==> config.mk <==
export PLATFORM = sky130hd
export DESIGN_NAME = axi_burst_master_flat
export DESIGN_NICKNAME = d
export VERILOG_FILES = /design/src/rtl/axi_burst_master_if.sv /design/src/rtl/axi_burst_master.sv /design/src/flat_wrapper.sv
export SDC_FILE = /design/constraint.sdc
export NUM_CORES = 1
export LEC_CHECK = 0
export CAP_MARGIN = 30
export CORE_AREA = 2 2 520 522
export CTS_CLUSTER_DIAMETER = 40
export CTS_CLUSTER_SIZE = 12
export DETAILED_ROUTE_END_ITERATION = 7
export DIE_AREA = 0 0 522 524
export HOLD_SLACK_MARGIN = 0.1
export SYNTH_ARGS = -nofsm -noshare
export SYNTH_HDL_FRONTEND = slang
export SYNTH_SLANG_ARGS = --single-unit
export TNS_END_PERCENT = 100
==> constraint.sdc <==
create_clock -name i_clk -period 38.8 [get_ports i_clk]
set_input_delay 3.88 -clock i_clk [delete_from_list [all_inputs] [get_ports i_clk]]
set_output_delay 3.88 -clock i_clk [all_outputs]
set_load 0.03 [all_outputs]
==> src/rtl/axi_burst_master_if.sv <==
// AXI4 master-side signal bundle used by axi_burst_master.
// Carries the five AXI channels (AR, R, AW, W, B).
// The master modport is the bridge's view of the bus; the slave modport is the memory side.
interface axi_burst_master_if #(
  parameter int ADDR_WIDTH = 64,
  parameter int DATA_W     = 32
) ();

  // Read address channel
  logic                  arvalid;
  logic                  arready;
  logic [ADDR_WIDTH-1:0] araddr;
  logic [7:0]            arlen;
  logic [2:0]            arsize;
  logic [1:0]            arburst;

  // Read data channel
  logic                  rvalid;
  logic                  rready;
  logic [DATA_W-1:0]     rdata;
  logic [1:0]            rresp;
  logic                  rlast;

  // Write address channel
  logic                  awvalid;
  logic                  awready;
  logic [ADDR_WIDTH-1:0] awaddr;
  logic [7:0]            awlen;
  logic [2:0]            awsize;
  logic [1:0]            awburst;

  // Write data channel
  logic                  wvalid;
  logic                  wready;
  logic [DATA_W-1:0]     wdata;
  logic [DATA_W/8-1:0]   wstrb;
  logic                  wlast;

  // Write response channel
  logic                  bvalid;
  logic                  bready;
  logic [1:0]            bresp;

  modport master (
    output arvalid, araddr, arlen, arsize, arburst,
    input  arready,
    input  rvalid, rdata, rresp, rlast,
    output rready,
    output awvalid, awaddr, awlen, awsize, awburst,
    input  awready,
    output wvalid, wdata, wstrb, wlast,
    input  wready,
    input  bvalid, bresp,
    output bready
  );

  modport slave (
    input  arvalid, araddr, arlen, arsize, arburst,
    output arready,
    output rvalid, rdata, rresp, rlast,
    input  rready,
    input  awvalid, awaddr, awlen, awsize, awburst,
    output awready,
    input  wvalid, wdata, wstrb, wlast,
    output wready,
    output bvalid, bresp,
    input  bready
  );

endinterface

==> src/rtl/axi_burst_master.sv <==
// Cache-line bridge: turns one core read/write-back request into a single
// AXI4 INCR burst of BLOCK_WIDTH/AXI_DATA_W beats, assembling or slicing the
// cache block, and pulses o_done (with o_resp_err) when the burst completes.
module axi_burst_master #(
  parameter int ADDR_WIDTH  = 64,
  parameter int BLOCK_WIDTH = 512,
  parameter int AXI_DATA_W  = 32
) (
  input  logic                   i_clk,
  input  logic                   i_arst,
  input  logic                   i_read_start,
  input  logic                   i_write_start,
  input  logic [ADDR_WIDTH-1:0]  i_addr,
  input  logic [BLOCK_WIDTH-1:0] i_data_block,
  output logic [BLOCK_WIDTH-1:0] o_data_block,
  output logic                   o_done,
  output logic                   o_resp_err,
  axi_burst_master_if.master     axi
);

  localparam int BEATS    = BLOCK_WIDTH / AXI_DATA_W;
  localparam int CNT_W    = $clog2(BEATS);
  localparam int OFFSET_W = $clog2(BLOCK_WIDTH / 8);
  localparam logic [CNT_W-1:0] LAST_BEAT = CNT_W'(BEATS - 1);

  typedef enum logic [2:0] {
    IDLE,
    RD_ADDR,
    RD_DATA,
    WR_ADDR,
    WR_DATA,
    WR_RESP,
    DONE
  } state_t;

  state_t                 state_q;
  state_t                 state_d;
  logic [CNT_W-1:0]       cnt_q;
  logic [ADDR_WIDTH-1:0]  addr_q;
  logic [BLOCK_WIDTH-1:0] wblock_q;
  logic                   err_q;

  logic [ADDR_WIDTH-1:0]  addr_aligned;
  logic                   last_beat;
  logic                   addr_offset_unused;

  assign addr_aligned = {i_addr[ADDR_WIDTH-1:OFFSET_W], OFFSET_W'(0)};
  assign last_beat    = (cnt_q == LAST_BEAT);

  // Byte offset within the block is deliberately dropped.
  assign addr_offset_unused = ^i_addr[OFFSET_W-1:0];

  // Burst shape is fixed: one full cache block per transfer.
  assign axi.araddr  = addr_q;
  assign axi.arlen   = 8'(BEATS - 1);
  assign axi.arsize  = 3'($clog2(AXI_DATA_W / 8));
  assign axi.arburst = 2'b01;
  assign axi.awaddr  = addr_q;
  assign axi.awlen   = 8'(BEATS - 1);
  assign axi.awsize  = 3'($clog2(AXI_DATA_W / 8));
  assign axi.awburst = 2'b01;
  assign axi.wstrb   = '1;
  assign axi.wdata   = wblock_q[int'(cnt_q) * AXI_DATA_W +: AXI_DATA_W];

  // State register.
  always_ff @(posedge i_clk or posedge i_arst) begin
    // NOTE: sequential state always updates with <= so every flop samples pre-edge values.
    if (i_arst) state_q <= IDLE;
    else        state_q <= state_d;
  end

  // Next-state logic and state-decoded handshake outputs.
  always_comb begin
    // NOTE: every output gets a default first so no path through the case infers a latch.
    state_d     = state_q;
    axi.arvalid = 1'b0;
    axi.rready  = 1'b0;
    axi.awvalid = 1'b0;
    axi.wvalid  = 1'b0;
    axi.wlast   = 1'b0;
    axi.bready  = 1'b0;
    o_done      = 1'b0;
    o_resp_err  = 1'b0;
    unique case (state_q)
      IDLE: begin
        if (i_write_start)     state_d = WR_ADDR;
        else if (i_read_start) state_d = RD_ADDR;
      end
      RD_ADDR: begin
        axi.arvalid = 1'b1;
        if (axi.arready) state_d = RD_DATA;
      end
      RD_DATA: begin
        axi.rready = 1'b1;
        if (axi.rvalid && last_beat) state_d = DONE;
      end
      WR_ADDR: begin
        axi.awvalid = 1'b1;
        if (axi.awready) state_d = WR_DATA;
      end
      WR_DATA: begin
        axi.wvalid = 1'b1;
        axi.wlast  = last_beat;
        if (axi.wready && last_beat) state_d = WR_RESP;
      end
      WR_RESP: begin
        axi.bready = 1'b1;
        if (axi.bvalid) state_d = DONE;
      end
      DONE: begin
        o_done     = 1'b1;
        o_resp_err = err_q;
        state_d    = IDLE;
      end
      default: state_d = IDLE;
    endcase
  end

  // Request latch, beat counter, read-block assembly and error accumulation.
  always_ff @(posedge i_clk or posedge i_arst) begin
    if (i_arst) begin
      cnt_q        <= '0;
      addr_q       <= '0;
      err_q        <= 1'b0;
      o_data_block <= '0;
    end else begin
      unique case (state_q)
        IDLE: begin
          cnt_q <= '0;
          if (i_write_start || i_read_start) begin
            addr_q <= addr_aligned;
            err_q  <= 1'b0;
          end
        end
        RD_DATA: begin
          if (axi.rvalid) begin
            o_data_block[int'(cnt_q) * AXI_DATA_W +: AXI_DATA_W] <= axi.rdata;
            err_q <= err_q | (axi.rresp != 2'b00) | (axi.rlast != last_beat);
            cnt_q <= cnt_q + 1'b1;
          end
        end
        WR_DATA: begin
          if (axi.wready) cnt_q <= cnt_q + 1'b1;
        end
        WR_RESP: begin
          if (axi.bvalid && (axi.bresp != 2'b00)) err_q <= 1'b1;
        end
        default: ;
      endcase
    end
  end

  // Write-back block capture at request acceptance.
  always_ff @(posedge i_clk) begin
    // NOTE: this wide buffer has no reset; it is always loaded before any beat reads it.
    if (state_q == IDLE && i_write_start) wblock_q <= i_data_block;
  end

endmodule

==> src/flat_wrapper.sv <==
// flat-port wrapper written by rule: the top's interface ports become plain ports
module axi_burst_master_flat 
#(
  parameter int ADDR_WIDTH  = 64,
  parameter int BLOCK_WIDTH = 512,
  parameter int AXI_DATA_W  = 32
)
  (i_clk, i_arst, i_read_start, i_write_start, i_addr, i_data_block, o_data_block, o_done, o_resp_err, axi_arvalid, axi_araddr, axi_arlen, axi_arsize, axi_arburst, axi_arready, axi_rvalid, axi_rdata, axi_rresp, axi_rlast, axi_rready, axi_awvalid, axi_awaddr, axi_awlen, axi_awsize, axi_awburst, axi_awready, axi_wvalid, axi_wdata, axi_wstrb, axi_wlast, axi_wready, axi_bvalid, axi_bresp, axi_bready);
  axi_burst_master_if #(.ADDR_WIDTH(ADDR_WIDTH), .DATA_W((32))) axi_i ();
  input  logic i_clk;
  input  logic i_arst;
  input  logic i_read_start;
  input  logic i_write_start;
  input  logic [ADDR_WIDTH-1:0] i_addr;
  input  logic [BLOCK_WIDTH-1:0] i_data_block;
  output logic [BLOCK_WIDTH-1:0] o_data_block;
  output logic o_done;
  output logic o_resp_err;
  output wire logic [$bits(axi_i.arvalid)-1:0] axi_arvalid;
  output wire logic [$bits(axi_i.araddr)-1:0] axi_araddr;
  output wire logic [$bits(axi_i.arlen)-1:0] axi_arlen;
  output wire logic [$bits(axi_i.arsize)-1:0] axi_arsize;
  output wire logic [$bits(axi_i.arburst)-1:0] axi_arburst;
  input wire logic [$bits(axi_i.arready)-1:0] axi_arready;
  input wire logic [$bits(axi_i.rvalid)-1:0] axi_rvalid;
  input wire logic [$bits(axi_i.rdata)-1:0] axi_rdata;
  input wire logic [$bits(axi_i.rresp)-1:0] axi_rresp;
  input wire logic [$bits(axi_i.rlast)-1:0] axi_rlast;
  output wire logic [$bits(axi_i.rready)-1:0] axi_rready;
  output wire logic [$bits(axi_i.awvalid)-1:0] axi_awvalid;
  output wire logic [$bits(axi_i.awaddr)-1:0] axi_awaddr;
  output wire logic [$bits(axi_i.awlen)-1:0] axi_awlen;
  output wire logic [$bits(axi_i.awsize)-1:0] axi_awsize;
  output wire logic [$bits(axi_i.awburst)-1:0] axi_awburst;
  input wire logic [$bits(axi_i.awready)-1:0] axi_awready;
  output wire logic [$bits(axi_i.wvalid)-1:0] axi_wvalid;
  output wire logic [$bits(axi_i.wdata)-1:0] axi_wdata;
  output wire logic [$bits(axi_i.wstrb)-1:0] axi_wstrb;
  output wire logic [$bits(axi_i.wlast)-1:0] axi_wlast;
  input wire logic [$bits(axi_i.wready)-1:0] axi_wready;
  input wire logic [$bits(axi_i.bvalid)-1:0] axi_bvalid;
  input wire logic [$bits(axi_i.bresp)-1:0] axi_bresp;
  output wire logic [$bits(axi_i.bready)-1:0] axi_bready;
  assign axi_arvalid = axi_i.arvalid;
  assign axi_araddr = axi_i.araddr;
  assign axi_arlen = axi_i.arlen;
  assign axi_arsize = axi_i.arsize;
  assign axi_arburst = axi_i.arburst;
  assign axi_i.arready = axi_arready;
  assign axi_i.rvalid = axi_rvalid;
  assign axi_i.rdata = axi_rdata;
  assign axi_i.rresp = axi_rresp;
  assign axi_i.rlast = axi_rlast;
  assign axi_rready = axi_i.rready;
  assign axi_awvalid = axi_i.awvalid;
  assign axi_awaddr = axi_i.awaddr;
  assign axi_awlen = axi_i.awlen;
  assign axi_awsize = axi_i.awsize;
  assign axi_awburst = axi_i.awburst;
  assign axi_i.awready = axi_awready;
  assign axi_wvalid = axi_i.wvalid;
  assign axi_wdata = axi_i.wdata;
  assign axi_wstrb = axi_i.wstrb;
  assign axi_wlast = axi_i.wlast;
  assign axi_i.wready = axi_wready;
  assign axi_i.bvalid = axi_bvalid;
  assign axi_i.bresp = axi_bresp;
  assign axi_bready = axi_i.bready;
  axi_burst_master #(.ADDR_WIDTH(ADDR_WIDTH), .BLOCK_WIDTH(BLOCK_WIDTH), .AXI_DATA_W(AXI_DATA_W)) u_core (.i_clk(i_clk), .i_arst(i_arst), .i_read_start(i_read_start), .i_write_start(i_write_start), .i_addr(i_addr), .i_data_block(i_data_block), .o_data_block(o_data_block), .o_done(o_done), .o_resp_err(o_resp_err), .axi(axi_i));
endmodule
Word level (Yosys, flattened, before mapping)

Cells that the tools add are included.

Shift-type cells: 3
Reduce and logical (&&, ||, !) cells: 15
Eq/ne operators: 18
Mux-type cells: 24
Bitwise gates (word level): 2
$add $sub $neg: 2

Operator list:

| operator                    | count |
|---|---|
| $bwmux W512                 | 1 |
| $shift A32 B33 Y512 const A | 1 |
| $shiftx A32 B33 Y512        | 1 |
| $shiftx A512 B10 Y32        | 1 |
| $neg A9 Y33                 | 1 |
| $mux W3                     | 7 |
| $pmux W3 S6                 | 1 |
| $pmux W4 S3                 | 1 |
| $mux W1                     | 11 |
| $ne A2 B2 Y1 const B        | 5 |
| $eq A3 B3 Y1 const B        | 3 |
| $mux W4                     | 2 |
| $ne A2 B1 Y1 const B        | 4 |
| $eq A3 B2 Y1 const B        | 2 |
| $reduce_and A6 Y1           | 1 |
| $reduce_bool A3 Y1          | 2 |
| $add A4 B1 Y4 const B       | 1 |
| $eq A4 B4 Y1 const B        | 1 |
| $logic_and A1 B1 Y1         | 4 |
| $reduce_and A2 Y1           | 2 |
| $reduce_and A4 Y1           | 1 |
| $reduce_bool A2 Y1          | 2 |
| $eq A3 B1 Y1 const B        | 1 |
| $logic_not A3 Y1            | 1 |
| other kinds (6)             | 7 |

Logic and storage cells: 70
Flip-flop bits (word level): 1090

Longest topological paths before layout

Depth after elaboration: 5
Mapped depth: 13
Gate-level depth less buffers: 6

Least setup slack after synthesis

No wires, ideal clock.

Path kind: input to register
From: in i_write_start
To: reg u_core.wblock_q[0] (enable)
Path slack: 22487 ps
Setup time: 942 ps
Cell stages on the path: 1
Required time: 37858 ps
Arrival: 15371 ps
Cell sequence: and2_1

Cells in the longest elaborated chain, start to end: 1

RTL lines:

| what                   | line                    | source |
|---|---|---|
| start: declaration     | flat_wrapper.sv:13      | `input logic i_write_start;` |
| $logic_and A1 B1 Y1    | axi_burst_master.sv:156 | `if (state_q == IDLE && i_write_start) wblock_q <= i_data_block;` |
| end signal: assignment | axi_burst_master.sv:156 |  |
| end: declaration       | axi_burst_master.sv:40  | `logic [BLOCK_WIDTH-1:0] wblock_q;` |

No other way between the ends.
A chain may end at the register's enable or synchronous reset.

Worst setup path after layout

From: reg u_core.cnt_q[0]
To: out axi_wdata[13]

Cells in the longest elaborated chain, start to end: 1

RTL lines:

| what                     | line                    | source |
|---|---|---|
| start: declaration       | axi_burst_master.sv:38  | `logic [CNT_W-1:0] cnt_q;` |
| start signal: assignment | axi_burst_master.sv:139 | `cnt_q <= cnt_q + 1'b1;` |
| start signal: assignment | axi_burst_master.sv:143 | `if (axi.wready) cnt_q <= cnt_q + 1'b1;` |
| $shiftx A512 B10 Y32     | axi_burst_master.sv:63  | `assign axi.wdata = wblock_q[int'(cnt_q) * AXI_DATA_W +: AXI_DATA_W];` |
| end: declaration         | flat_wrapper.sv:37      | `output wire logic [$bits(axi_i.wdata)-1:0] axi_wdata;` |

No other way between the ends.

==> results by group <==
Setup path
  • Crit path required time: between 30 and 40 ns
  • Critical Path Fanout Max: 37
  • Worst path buffer plus inverter count: 4
  • Crit path kind: reg -> out
  • Max stage delay cell, worst path: clkdlybuf4s50_1
  • Crit. End Element: output pin
  • Worst path top cell family by delay: buffers and inverters
  • Worst-path cell chain: buf_4 -> buf_4 -> buf_4 -> mux4_2 -> mux2i_1 -> a21oi_1 -> clkdlybuf4s50_1
  • Crit path DAT: 5.45 ns
  • Most frequent CP cell: buf_4
  • Startpoint types: register
  • Max stage delay on crit path: 0.79 ns

Synthesis
  • Largest area contributor in the netlist: edfxtp_1
  • Top area cells in the synthesized netlist: edfxtp_1 (35%), dfrtp_1 (33%), mux4_2 (6.5%)
  • Cell count after synthesis: 3,100
  • Sequential element share of the synthesized area: 0.674
  • Synth async-reset ratio: 0.530
  • Yosys reg bits: approximately 1,100
  • Post-synth top area share: 0.347
  • Post-Syn Area: 0.0443 mm²
  • Number of synthesized flops with an enable pin: around 510
  • Synth Flop Type: dfrtp_1
  • Synth warn: 0
  • Synthesized area per cell: 14.3 µm²
  • Synth top cells by count: dfrtp_1 (578), edfxtp_1 (512), nand2_1 (423)
  • Count of cell types in the netlist: 64
  • Count leader, synth: dfrtp_1

Floorplanning
  • Initial Util: 0.166
  • Die Wd: 522 µm
  • Row count: 190
  • Die Ht: 524 µm
  • Area of the core: ~0.27 mm²
  • Full die area: 0.274 mm²
  • Ports: 1,332

Clock network
  • CTS sink count: 1,090
  • Clk_lat worst skew: 0.81 ns
  • Post-CTS setup buffer count: 0
  • Clock H-tree levels: 4
  • Hold_buf cts: 0
  • Clock transition at the registers of the reported paths: 0.05 ns
  • Clk root buf: clkbuf_16
  • CTS tree: done
  • Post-CTS Resized: 0
  • TritonCTS Buffers: around 190
  • CTS Buffer Depth: 4

Global routing
  • Vias in the first global route: 31,900
  • Initial antenna violation count: 47
  • First-pass GRT wire length: between 200,000 and 300,000 µm
  • Pin count of the biggest net entering global routing: 184
  • Total grt overflow: 0
  • All-layer global routing usage: 0.135

Detailed routing
  • Drt pass-1 iters: 7
  • Via density: 3.87
  • Via count: 31,400
  • Initial DRC Count: 2,288
  • DRC: 0
  • WL final: 194,000 µm
  • Antenna viol nets, final: 0
  • Drt wl/cell: ~24 µm

STA
  • Setup violators final: 0
  • Fmax achieved: 107 MHz
  • RSZ-0062 raised after global routing: false
  • Final min period: roughly 9.3 ns
  • Max Slew Vio Count: 0
  • Layout Skew: 0.0627 ns
  • Final worst slack: 29.47 ns
  • Relative slew slack: 0.175
  • Worst slew pin tran: 1.24 ns
  • Final Cycle Share: 0.240
  • Fin Setup TNS: 0 ns
  • Final hold vios: 0

Placed design
  • Post-DP HPWL: around 150,000 µm
  • Port Buffer Count: 1,283
  • Cell Area, Placed: 0.0608 mm²
  • RD Place Congestion: 0.851
  • Pre-CTS setup slack: 29.73 ns

Cells and area
  • Final nets: 5,014
  • Layout cells sized above 1: 0.173
  • Post-layout util: 0.253
  • Layout Area Growth over Synthesis: 52.7%
  • Final Cell Area: 0.0676 mm²

Flow run
  • # Max-Cap Violations: 0

Power
  • Tot Pwr: a little under 5 mW
  • Pwr/cell area: 72.5 mW/mm²
  • Peak supply drop: 0.0452 mV
  • Leak: 26.0 nW

Run status
  • Status: completed

Min path
  • Hold crit path type: reg -> reg
[cells by family after synthesis]
logic type / Yosys count / share of synthesized area
adder cells (fa/ha/maj): 6 / 0.00169
AO/OA/AOI/OAI: 318 / 0.0418
AND/OR/NAND/NOR: 713 / 0.0770
buffers and inverters: 489 / 0.0544
other: 2 / 0.000170
multiplexers: 478 / 0.150
flip-flops: 1090 / 0.674
XOR/XNOR: 4 / 0.000960
[layer usage]
metal | global-route usage | vias to the layer above | part of all wire
met4 | 0.0623 | 4 | 0.047
met3 | 0.0433 | 410 | 0.088
li1 | - | 13600 | -
met2 | 0.232 | 1664 | 0.50
met5 | 0 | - | 0.00013
met1 | 0.152 | 15800 | 0.37
[placed cells by master (no fill, tap or decap), types with 6 or more instances in the layout]
cell and instances:
nand2_1 423, mux4_2 128, clkinv_1 8, nand3_1 70, edfxtp_1 512, and3_1 129, inv_1 166, inv_8 14
clkbuf_8 10, o31ai_1 32, diode_2 23, clkbuf_16 194, mux2_1 25, clkinv_2 19, mux2i_1 130, nor3_1 11
mux2_2 195, dfrtp_1 574, clkdlybuf4s50_1 1283, buf_4 78, clkbuf_1 14, and2_1 32, a21oi_1 34, inv_6 33
clkinvlp_4 14, ha_1 6, conb_1 42, bufinv_16 18, o21ai_0 226, clkinv_4 18
[flip-flops by register name, indices dropped and copies added (netlist names)]
name                 count
u_core.axi.araddr       58
u_core.cnt_q             4
u_core.err_q             1
u_core.o_data_block    512
u_core.state_q           3
u_core.wblock_q        512
[worst reg2reg max path: stages, from the launching register on]
cell	delay, ns
dfrtp_1	0.65
nor3_1	0.48
and2_4	0.23
buf_12	0.48
buf_4	1.14
buf_4	0.31
buf_16	0.29
buf_12	0.58
buf_4	0.34
buf_16	0.31
[path summary, 6_finish.rpt]
path	from	slack, ns	endpoint	depth (start not counted)
worst max-delay path	u_core.cnt_q[0]	29.47	axi_wdata[13]	7
worst min-delay path	u_core.o_data_block[493]	0.48	u_core.o_data_block[493]	2
worst max register to register	u_core.state_q[0]	33.56	u_core.wblock_q[103]	9
worst min register to register	u_core.o_data_block[493]	0.48	u_core.o_data_block[493]	2
max in group asynchronous	i_arst	32.74	u_core.cnt_q[0]	6
min in group asynchronous	i_arst	3.63	u_core.o_data_block[53]	2
[power by group]
| group | switching (mW) | total, mW | internal (mW) |
|---|---|---|---|
| logic | 0.995 | 1.61 | 0.611 |
| clock network | 0.653 | 1.73 | 1.08 |
| registers | 0.135 | 1.57 | 1.43 |
[cell type report]
type | count | area, µm²
multi-input combinational | 1561 | 12300
antenna | 23 | 57.6
tap | 3552 | 4440
fill | 27600 | 200000
sequential | 1090 | 29900
inverter | 171 | 649
clock buffer | 218 | 5040
timing repair buffer | 1371 | 13700
clock inverter | 132 | 1580
[stage by stage]
step	hold WS [ns]	std cells
2_1_floorplan	0.496	3140
3_3_place_gp	0.461	7739
3_5_place_dp	0.466	7741
4_1_cts	0.478	8091
5_1_grt	0.490	8104
6_report	0.476	8118
No activity file was read; power rests on OpenSTA's default activity.
